$ cat src/rtl/deinterleaver_prime_stream.sv
// deinterleaver_prime_stream: ping-pong buffer undoing the (P*i) mod N prime interleave.
module deinterleaver_prime_stream #(
   parameter int BITS = 8,
   parameter int N    = 10,
   parameter int P    = 3
) (
   input  logic            i_clk,
   input  logic            i_reset,
   input  logic            i_s_valid,
   output logic            o_s_ready,
   input  logic [BITS-1:0] i_s_data,
   output logic            o_m_valid,
   input  logic            i_m_ready,
   output logic [BITS-1:0] o_m_data,
   output logic            o_m_last
);
   localparam int AW = $clog2(N + P);
   localparam int IW = $clog2(N);

   logic [BITS-1:0] r_mem [2][N];
   logic [1:0]      r_full;
   logic            r_wb;
   logic            r_rb;
   logic [AW-1:0]   r_wa;
   logic [AW-1:0]   r_wcnt;
   logic [AW-1:0]   r_rcnt;
   logic [AW-1:0]   w_wa_sum;
   logic            w_wr;
   logic            w_rd;
   logic            w_wdone;
   logic            w_rdone;
   logic [1:0]      w_set;
   logic [1:0]      w_clr;

   assign o_s_ready = !r_full[r_wb];
   assign o_m_valid = r_full[r_rb];
   assign o_m_data  = r_mem[r_rb][r_rcnt[IW-1:0]];
   assign o_m_last  = o_m_valid && r_rcnt == AW'(N - 1);
   assign w_wr      = i_s_valid && o_s_ready;
   assign w_rd      = o_m_valid && i_m_ready;
   assign w_wdone   = w_wr && r_wcnt == AW'(N - 1);
   assign w_rdone   = w_rd && o_m_last;
   assign w_wa_sum  = r_wa + AW'(P);
   // Set and clear can never target the same bank: writes need it empty, reads need it full.
   assign w_set     = {w_wdone && r_wb, w_wdone && !r_wb};
   assign w_clr     = {w_rdone && r_rb, w_rdone && !r_rb};

   always_ff @(posedge i_clk)
      if (w_wr) r_mem[r_wb][r_wa[IW-1:0]] <= i_s_data;

   always_ff @(posedge i_clk) begin
      if (i_reset) begin
         r_full <= '0;
         r_wb   <= 1'b0;
         r_rb   <= 1'b0;
         r_wa   <= '0;
         r_wcnt <= '0;
         r_rcnt <= '0;
      end else begin
         r_full <= (r_full | w_set) & ~w_clr;
         if (w_wr) begin
            r_wa   <= w_wdone ? '0 : (w_wa_sum >= AW'(N) ? w_wa_sum - AW'(N) : w_wa_sum);
            r_wcnt <= w_wdone ? '0 : r_wcnt + AW'(1);
            r_wb   <= r_wb ^ w_wdone;
         end
         if (w_rd) begin
            r_rcnt <= w_rdone ? '0 : r_rcnt + AW'(1);
            r_rb   <= r_rb ^ w_rdone;
         end
      end
   end
endmodule

$ cat config.mk
export PLATFORM = sky130hd
export DESIGN_NAME = deinterleaver_prime_stream
export DESIGN_NICKNAME = d
export VERILOG_FILES = /design/src/rtl/deinterleaver_prime_stream.sv
export SDC_FILE = /design/constraint.sdc
export NUM_CORES = 1
export LEC_CHECK = 0
export BUFFER_PORTS_ARGS = -buffer_cell sky130_fd_sc_hd__buf_2
export CORE_MARGIN = 2
export CORE_UTILIZATION = 64
export CTS_BUF_LIST = sky130_fd_sc_hd__clkbuf_8
export DETAILED_ROUTE_END_ITERATION = 8
export PLACE_DENSITY = 0.91
export SYNTH_ARGS = -nofsm -noshare
export SYNTH_HDL_FRONTEND = slang
export SYNTH_SLANG_ARGS = --single-unit
$ cat constraint.sdc
create_clock -name i_clk -period 4.31 [get_ports i_clk]
set_input_delay 0 -clock i_clk [delete_from_list [all_inputs] [get_ports i_clk]]
set_output_delay 0 -clock i_clk [all_outputs]
set_load 0.05 [all_outputs]
==> results of run 1 <==
## Yosys cell counts (7+ instances only)
library cell / number
ha_1: 15
nand2_1: 20
a21oi_1: 9
edfxtp_1: 160
mux4_1: 7
nand3_1: 12
mux2i_1: 38
dfxtp_1: 17
mux2_2: 8
nor2_1: 33
a22oi_1: 20
mux4_2: 17
## layout by cell type, fill, tap and decap left out, types with 3 or more instances in the layout
cell type,synthesis,routed
clkbuf_8,0,17
and2_1,3,3
edfxtp_1,160,160
buf_2,5,22
o211ai_1,4,4
a22oi_1,20,20
nand3b_1,6,6
nor2b_1,4,4
inv_1,6,9
mux4_2,17,17
dlygate4sd3_1,0,10
nand2_1,20,20
mux4_1,7,7
dfxtp_1,17,16
bufinv_16,0,4
ha_1,15,15
mux2i_1,38,38
nand3_1,12,12
clkinvlp_4,0,3
nor2_1,33,33
mux2_2,8,8
o21ai_0,5,5
or3_1,5,5
a21oi_1,9,9
## what timing repair did
action,in CTS,in global routing
setup buffers,0,0
endpoints found under the hold margin,123,0
hold buffers,10,0
## per-stage QoR
stage	setup slack (ns)	utilization	std cells	hold WS [ns]
detailed placement	1.692	0.6793	571	0.2957
CTS	1.257	0.7273	613	0.007772
floorplan	1.479	-	428	0.09887
finish	1.277	0.7273	613	0.01541
global route	1.173	0.7273	613	0.004948
global placement	1.798	0.6793	571	0.2699
## flip-flops by register name, indices dropped and copies added (netlist names), named ones only
signal / cells
r_full: 2
r_rb: 1
r_rcnt: 4
r_wcnt: 4
r_wb: 1
r_wa: 4
r_mem: 160
## final timing paths
kind,endpoint,slack [ns],cells after the start
max,o_m_data[2],1.28,5
min,r_mem[1][29]$_DFFE_PP_,0.02,1
max reg2reg,r_mem[1][11]$_DFFE_PP_,1.59,4
min reg2reg,r_wcnt[3]$_SDFFE_PP0N_,0.50,1
## metal layers
metal | vias up | share of wire | routed length [um]
met4 | 0 | 0.027 | 419
met1 | 2046 | 0.38 | 5870
met5 | - | 0 | 0
li1 | 1752 | - | -
met3 | 45 | 0.11 | 1675
met2 | 300 | 0.49 | 7511
## power breakdown
| part | internal, W | total (W) | switching, W |
|---|---|---|---|
| logic | 0.0000520 | 0.000169 | 0.000117 |
| clock network | 0.000628 | 0.00121 | 0.000582 |
| registers | 0.00190 | 0.00191 | 0.0000150 |
| total | 0.00258 | 0.00329 | 0.000714 |
## cells by family (layout without fill, tap and decap cells)
kind of cell | after synthesis | count (layout) | share of synthesized area
mux | 70 | 70 | 0.1425
xor+xnor | 2 | 2 | 0.002408
flops | 177 | 177 | 0.7070
buf+inv | 27 | 72 | 0.01908
simple gates | 92 | 92 | 0.06087
fa+ha+maj | 15 | 15 | 0.02579
compound gates | 45 | 45 | 0.04230
## cell type report
| type | count | area share |
|---|---|---|
| Sequential cell | 177 | 0.6446 |
| Timing Repair Buffer | 33 | 0.02726 |
| Clock inverter | 15 | 0.02412 |
| Multi-Input combinational cell | 224 | 0.2495 |
| Inverter | 7 | 0.003289 |
| Tap cell | 140 | 0.02193 |
| Clock buffer | 17 | 0.02929 |
## critical path: cells and delay by family (launching register included)
family / cells / cell delay (ns)
flip-flops: 1 / 1.02
multiplexers: 2 / 1.00
buffers and inverters: 1 / 0.21
AO/OA/AOI/OAI: 1 / 0.20
AND/OR/NAND/NOR: 1 / 0.08
==> impl_metrics.yaml, run 1 <==
global_routing:
  grt_max_degree: 57
  grtUsageTotal: 0.2613
  grt_antenna_before_repair: 0
  met3_usage: 0.08123
  grtUsageMet1: 0.3507
  grt_pass1_vias: 4104
  grt_overflow: 0
  busiest_layer: "met2"
  grt_util_met2: 0.4020
  grt_pass1_wl_um: 23430
cells_and_area:
  fin_nets: 487
  design_area_um2: 7988
  multi_input_area_um2: 1993
  ff_latch_area_um2: 5149
  area_growth_pct: 9.766
  diodes: 0
  layout-drive-gt1-share: 0.1649
  fillers: 589
place:
  portBuffers: 22
  gp_congestion: 0.8847
  dp_hpwl_um: 9722
  postPlaceCellArea_um2: 7461
clocking:
  clockBufferDepth: 2
  cts-htree-levels: 4
  cts_resized: 0
  clk_pin_slew_worst_paths_ns: 0.09
  root_buffer: "clkbuf_8"
  insertion_delay_ns: 0.46
  cts_sinks: 177
  cts_buffers: 17
  cts_tree: "yes"
yosys:
  ys.flop_type: "edfxtp_1"
  ys_ff_latch: 177
  ys_seq_area_frac: 0.7070
  synth_edf_count: 160
  synth_cells: 428
  async_reset_ff_frac: 0
  synth_top_area_cell: "edfxtp_1"
  syn_nets: 455
  yosysTopAreaCellShare: 0.6602
  syn-cell-area_um2: 7277
  synthDistinctLibCells: 40
  synth.avg_cell_area_um2: 17.00
  yosys_warnings: 0
  synthTopCellsByArea: "edfxtp_1 (66%), mux4_2 (5.3%), mux2i_1 (5.2%)"
timing:
  skew_ns: 0.01277
  fin_crit_sh: 0.7037
  fmax_mhz: 329.7
  hold_violations: 0
  rsz0062_at_grt: "false"
  setup_tns_ns: 0
  slew_headroom: 0.2451
  slew_viol_final: 0
  period_needed_ns: 3.033
  setup_violations: 0
  worst_slew_pin_slew_ns: 1.130
route:
  dr.pass1.iters: 5
  postRouteAntennaNets: 0
  vias: 4143
  route.final.wire_length_um: 15480
  viasPerCell: 6.759
  drt_iter0_markers: 499
  wl_per_cell_um: 25.24
  drc: 0
worst_setup_path:
  worstPathRequired_ns: 4.31
  crit_arrival_ns: 3.03
  cpPeakStageDelay_ns: 1.02
  path_max_fanout: 56
  worstSetupPathType: "flip-flop to output port"
  reg2reg_from: "r_wb$_SDFFE_PP0N_"
  cp_cell_sequence: "mux4_1 > mux2_2 > a22oi_1 > nand2_1 > buf_2"
  start_kind: "flip-flop"
  critPathSlowestCell: "dfxtp_4"
  critPathCaptureType: "output port"
floorplanning:
  die_w_um: 110.6
  std_cell_rows: 38
  start_util: 0.6626
  die_h_um: 110.6
  dieArea_um2: 12240
  core_um2: 10980
  io_pins: 23
run:
  maxCapViolations: 0
outcome:
  status: "finished clean"
min_path:
  holdCritPathClass: "input pin to flip-flop"
  min_from: "i_s_data[5]"
power_and_ir_drop:
  finalPower_w: 0.003293
  powerDensity_nw_per_um2: 412.2
  ir_drop_uv: 235.7
  p_leak_nw: 2.577
Note: power is estimated with default switching activity, not from simulation.
==> run 2: changes to the inputs <==
CORE_UTILIZATION = 58   (was 64)
PLACE_DENSITY = 0.87   (was 0.91)
clock period = 2.51 ns   (was 4.31 ns; I/O delays follow)
==> run 2 against run 1 <==
- cell area is 2.1% higher
- first-iteration DRC count is 0.40% lower
- clock skew is 0.0036 ns lower
- clock power is 61% higher
- combinational power is 75% higher
- non-clock buffer count is 19 higher
- critical path type unchanged
==> impl_metrics.yaml, run 2 (same netlist as run 1, synthesis figures left out) <==
place:
  dp_hpwl_um: 9690
  dp_cells: 622
  portBuffers: 22
  pre_cts_ws_ns: 0.3260
  postPlaceCellArea_um2: 7694
  gp_congestion: 0.8738
timing:
  setup_tns_ns: 0
  worst_slew_pin_slew_ns: 0.5628
  period_needed_ns: 2.368
  setup_violations: 0
  fmax_mhz: 422.3
  skew_ns: 0.009148
  fin_crit_sh: 0.9433
  layout_setup_ws_ns: 0.1422
  slew_headroom: 0.6240
  slew_viol_final: 0
  rsz0062_at_grt: "false"
  hold_violations: 0
cells_and_area:
  fillers: 780
  design_area_um2: 8158
  diodes: 0
  largest_reg_flops: 160
  layout-drive-gt1-share: 0.2195
  instances_no_fill: 660
  final_common_cell: "edfxtp_1"
  fin_nets: 506
  final_cell_mix: "edfxtp_1 (160), mux2i_1 (37), nor2_1 (33), buf_4 (25), buf_2 (22)"
  area_growth_pct: 12.10
  finish.utilization: 0.6736
clocking:
  cts_tree: "yes"
  cts_buffers: 17
  clk_pin_slew_worst_paths_ns: 0.09
  clockBufferDepth: 2
  insertion_delay_ns: 0.44
  cts-htree-levels: 4
  cts_sinks: 177
  root_buffer: "clkbuf_8"
worst_setup_path:
  crit_arrival_ns: 2.37
  path_buf_inv: 2
  critPathCaptureType: "output port"
  critPathSlowestCell: "mux4_2"
  cp_cell_sequence: "buf_4 > mux4_2 > mux2_2 > a22oi_1 > nand2_1 > buf_2"
  path_max_fanout: 10
  cpPeakStageDelay_ns: 0.50
  start_kind: "flip-flop"
  rrSetupSlack_ns: 0.25
  worstPathRequired_ns: 2.51
  crit_family: "multiplexers"
  worstSetupPathType: "flip-flop to output port"
power_and_ir_drop:
  powerDensity_nw_per_um2: 677.8
  ir_drop_uv: 330.2
  p_leak_nw: 2.682
outcome:
  status: "finished clean"
route:
  postRouteAntennaNets: 0
  wl_per_cell_um: 22.27
  route.final.wire_length_um: 14700
  viasPerCell: 6.059
  drc: 0
  drt_iter0_markers: 497
  vias: 3999
  dr.pass1.iters: 5
run:
  maxCapViolations: 0
global_routing:
  grtUsageTotal: 0.2387
  grt_pass1_wl_um: 22650
  grt_max_degree: 33
  grt_pass1_vias: 3972
  grt_overflow: 0
  grt_antenna_before_repair: 0
min_path:
  holdCritPathClass: "input pin to flip-flop"
floorplanning:
  die_w_um: 116.0
  dieArea_um2: 13460
  io_pins: 23
  std_cell_rows: 40
  die_h_um: 116.0
  start_util: 0.6008
  core_um2: 12110
## run 2: changes by cell type in the layout (fill, tap and decap cells not counted), sizes merged
| cell | delta |
|---|---|
| buf | +25 |
| dlygate4sd3 | -6 |
| clkbuf | +3 |
| bufinv | -2 |
| clkinv | +2 |
| inv | -2 |
| clkinvlp | -1 |
## run 2: final timing paths
path | startpoint | end | cells past startpoint
hold reg to reg | r_wcnt[3]$_SDFFE_PP0N_ | r_wcnt[3]$_SDFFE_PP0N_ | 1
hold / removal | i_s_data[1] | r_mem[0][1]$_DFFE_PP_ | 1
setup reg to reg | r_rcnt[1]$_SDFFE_PP0P_ | flip-flop | 6
setup / recovery | flip-flop | o_m_data[3] | 6
## run 2: layer usage
layer,vias to the layer above,track usage,part of all wire
met1,1973,0.3171,0.39
met4,0,0.08968,0.024
met5,-,0,0
met3,29,0.06538,0.090
li1,1781,-,-
met2,216,0.3836,0.49
## run 2: final cells by class
| class | count | area (um2) | share of cell area |
|---|---|---|---|
| clock buffer | 20 | 275.3 | 0.03374 |
| clock inverter | 12 | 132.6 | 0.01626 |
| inverter | 7 | 26.28 | 0.003221 |
| multi-input combinational | 224 | 2006 | 0.2459 |
| sequential | 177 | 5150 | 0.6313 |
| tap | 168 | 210.2 | 0.02577 |
| timing repair buffer | 52 | 357.8 | 0.04387 |
## run 2: repair_timing
action                                  CTS  global route
hold buffers                              4             0
buffers inserted                          0             2
gates resized for setup                   1             0
hold endpoints to repair                 36             0
endpoints found under the setup margin    5             1
## run 2: power breakdown
part / switching, W / internal [W] / leakage, nW
combinational: 0.000202 / 0.0000927 / 0.892
clock: 0.000978 / 0.000968 / 0.207
sequential: 0.0000290 / 0.00326 / 1.58
total: 0.00121 / 0.00432 / 2.68
## run 2: per-stage QoR
stage | hold slack [ns] | total power, W
after floorplan | 0.09887 | 0.003514
after global placement | 0.2901 | 0.003625
after detailed placement | 0.3084 | 0.003643
after CTS | 0.002888 | 0.005552
after global routing | 0.0003298 | 0.005705
final | 0.02420 | 0.005529
==> run 3: changes to the inputs <==
CORE_UTILIZATION = 64   (was 58)
PLACE_DENSITY = 0.91   (was 0.87)
clock period = 2.2 ns   (was 2.51 ns; I/O delays follow)
==> run 3 against run 2 <==
- the run now ends with setup timing left
- cell area increased by 4.4%
- sequential share of layout area decreased by 2.6 points
- via count increased by 10%
- global-route usage increased by 4.5 points
- critical path depth unchanged
- wire length increased by 16%
- critical endpoint is now o_m_data[6]
- largest power group unchanged
==> impl_metrics.yaml, run 3 (same netlist as run 1, synthesis figures left out) <==
route:
  dr.pass1.iters: 8
  drc: 0
  route.final.wire_length_um: 17060
  postRouteAntennaNets: 0
  drt_iter0_markers: 622
  vias: 4402
  viasPerCell: 6.721
  wl_per_cell_um: 26.04
timing:
  worst_slew_pin_slew_ns: 0.7053
  fin_crit_sh: 1.059
  hold_violations: 0
  rsz0062_at_grt: "true"
  period_needed_ns: 2.330
  slew_viol_final: 0
  setup_tns_ns: -0.6408
  slew_headroom: 0.5281
  layout_setup_ws_ns: -0.1299
  setup_violations: 8
  skew_ns: 0.01229
  fmax_mhz: 429.2
cells_and_area:
  design_area_um2: 8517
  fin_nets: 529
  final_cell_mix: "edfxtp_1 (160), buf_4 (38), mux2i_1 (32), nor2_1 (25), mux4_2 (22)"
  layout-drive-gt1-share: 0.2951
  largest_reg_flops: 160
  instances_no_fill: 655
  diodes: 0
  area_growth_pct: 17.04
  fillers: 522
  final_common_cell: "edfxtp_1"
clocking:
  root_buffer: "clkbuf_8"
  cts_buffers: 17
  cts_tree: "yes"
  insertion_delay_ns: 0.47
  cts-htree-levels: 4
  clk_pin_slew_worst_paths_ns: 0.09
  clockBufferDepth: 2
  cts_sinks: 177
global_routing:
  grt_max_degree: 21
  grt_pass1_vias: 4260
  grtUsageTotal: 0.2832
  grt_pass1_wl_um: 25340
  grt_antenna_before_repair: 0
  grt_overflow: 0
place:
  dp_hpwl_um: 10140
  gp_congestion: 0.9039
  dp_cells: 596
  postPlaceCellArea_um2: 7691
  portBuffers: 22
floorplanning:
  die_w_um: 110.6
  dieArea_um2: 12240
  die_h_um: 110.6
  std_cell_rows: 38
  core_um2: 10980
  start_util: 0.6626
  io_pins: 23
worst_setup_path:
  timing.rr.end: "r_wa[2]$_SDFFE_PP0N_"
  rrSetupSlack_ns: 0.20
  worstSetupPathType: "flip-flop to output port"
  crit_arrival_ns: 2.33
  path_max_fanout: 8
  worstPathRequired_ns: 2.20
  reg2reg_from: "r_wa[0]$_SDFFE_PP0N_"
  start_kind: "flip-flop"
  critPathCaptureType: "output port"
  r2r_cells: 7
outcome:
  status: "finished, violations left"
  violations: "setup timing"
power_and_ir_drop:
  ir_drop_uv: 746.8
  powerDensity_nw_per_um2: 744.7
  p_leak_nw: 2.822
min_path:
  min_delay_path_depth: 3
  holdCritPathClass: "input pin to flip-flop"
  min_from: "i_m_ready"
run:
  maxCapViolations: 0
==> run 3: per-stage QoR <==
step | total power [W] | util | hold slack [ns] | worst slack (ns)
after floorplan | 0.004014 | - | 0.09887 | -0.09882
after global placement | 0.004135 | 0.7003 | 0.3034 | 0.2873
after global routing | 0.006521 | 0.7755 | 0.4310 | -0.1550
after CTS | 0.006327 | 0.7653 | 0.3642 | -0.08443
final | 0.006343 | 0.7755 | 0.3926 | -0.1299
after detailed placement | 0.004159 | 0.7003 | 0.3128 | 0.2163
==> run 3: how the worst max path moves through the flow <==
| stage | end | slack (ns) | from |
|---|---|---|---|
| 2_1_floorplan | r_mem[0][0]$_DFFE_PP_ | -0.1 | r_wb$_SDFFE_PP0N_ |
| 3_3_place_gp | flip-flop | 0.29 | r_rcnt[1]$_SDFFE_PP0P_ |
| 3_5_place_dp | o_m_data[4] | 0.22 | flip-flop |
| 4_1_cts | o_m_data[5] | -0.08 | flip-flop |
| 5_1_grt | o_m_data[6] | -0.15 | flip-flop |
| 6_report | o_m_data[6] | -0.13 | flip-flop |
==> run 3: where the power goes <==
part	switching (W)	internal (W)	leakage, nW	total [W]
sequential	0.0000296	0.00372	1.58	0.00375
combinational	0.000253	0.000137	1.04	0.000389
clock	0.00118	0.00102	0.201	0.00221
total	0.00146	0.00488	2.82	0.00634
==> run 3: repair_timing <==
action	CTS	global route
pin swaps	12	5
buffers inserted	5	9
hold buffers	11	0
gates cloned	2	0
hold endpoints to repair	176	0
endpoints found under the setup margin	8	8
resized for setup	37	12
==> run 3: layout make-up <==
cell class                      instances  area (um2)  area share
Clock buffer                           17       234.0     0.02747
Clock inverter                         15       156.4     0.01836
Inverter                                7       26.28    0.003085
Multi-Input combinational cell        224        2092      0.2456
Sequential cell                       177        5154      0.6051
Tap cell                              140       175.2     0.02057
Timing Repair Buffer                   75       679.4     0.07977
==> run 3: critical path, cell delays in order, from the launching register on <==
cell,delay (ns)
dfxtp_4,0.41
buf_12,0.14
buf_16,0.15
mux4_2,0.53
mux2i_2,0.23
o211ai_1,0.16
buf_4,0.22
==> run 3: layer usage <==
| layer | part of all wire | up-vias | track usage |
|---|---|---|---|
| li1 | - | 1830 | - |
| met1 | 0.36 | 2167 | 0.3690 |
| met2 | 0.49 | 335 | 0.4654 |
| met3 | 0.10 | 68 | 0.06422 |
| met4 | 0.042 | 2 | 0.1200 |
| met5 | 0.0011 | - | 0 |
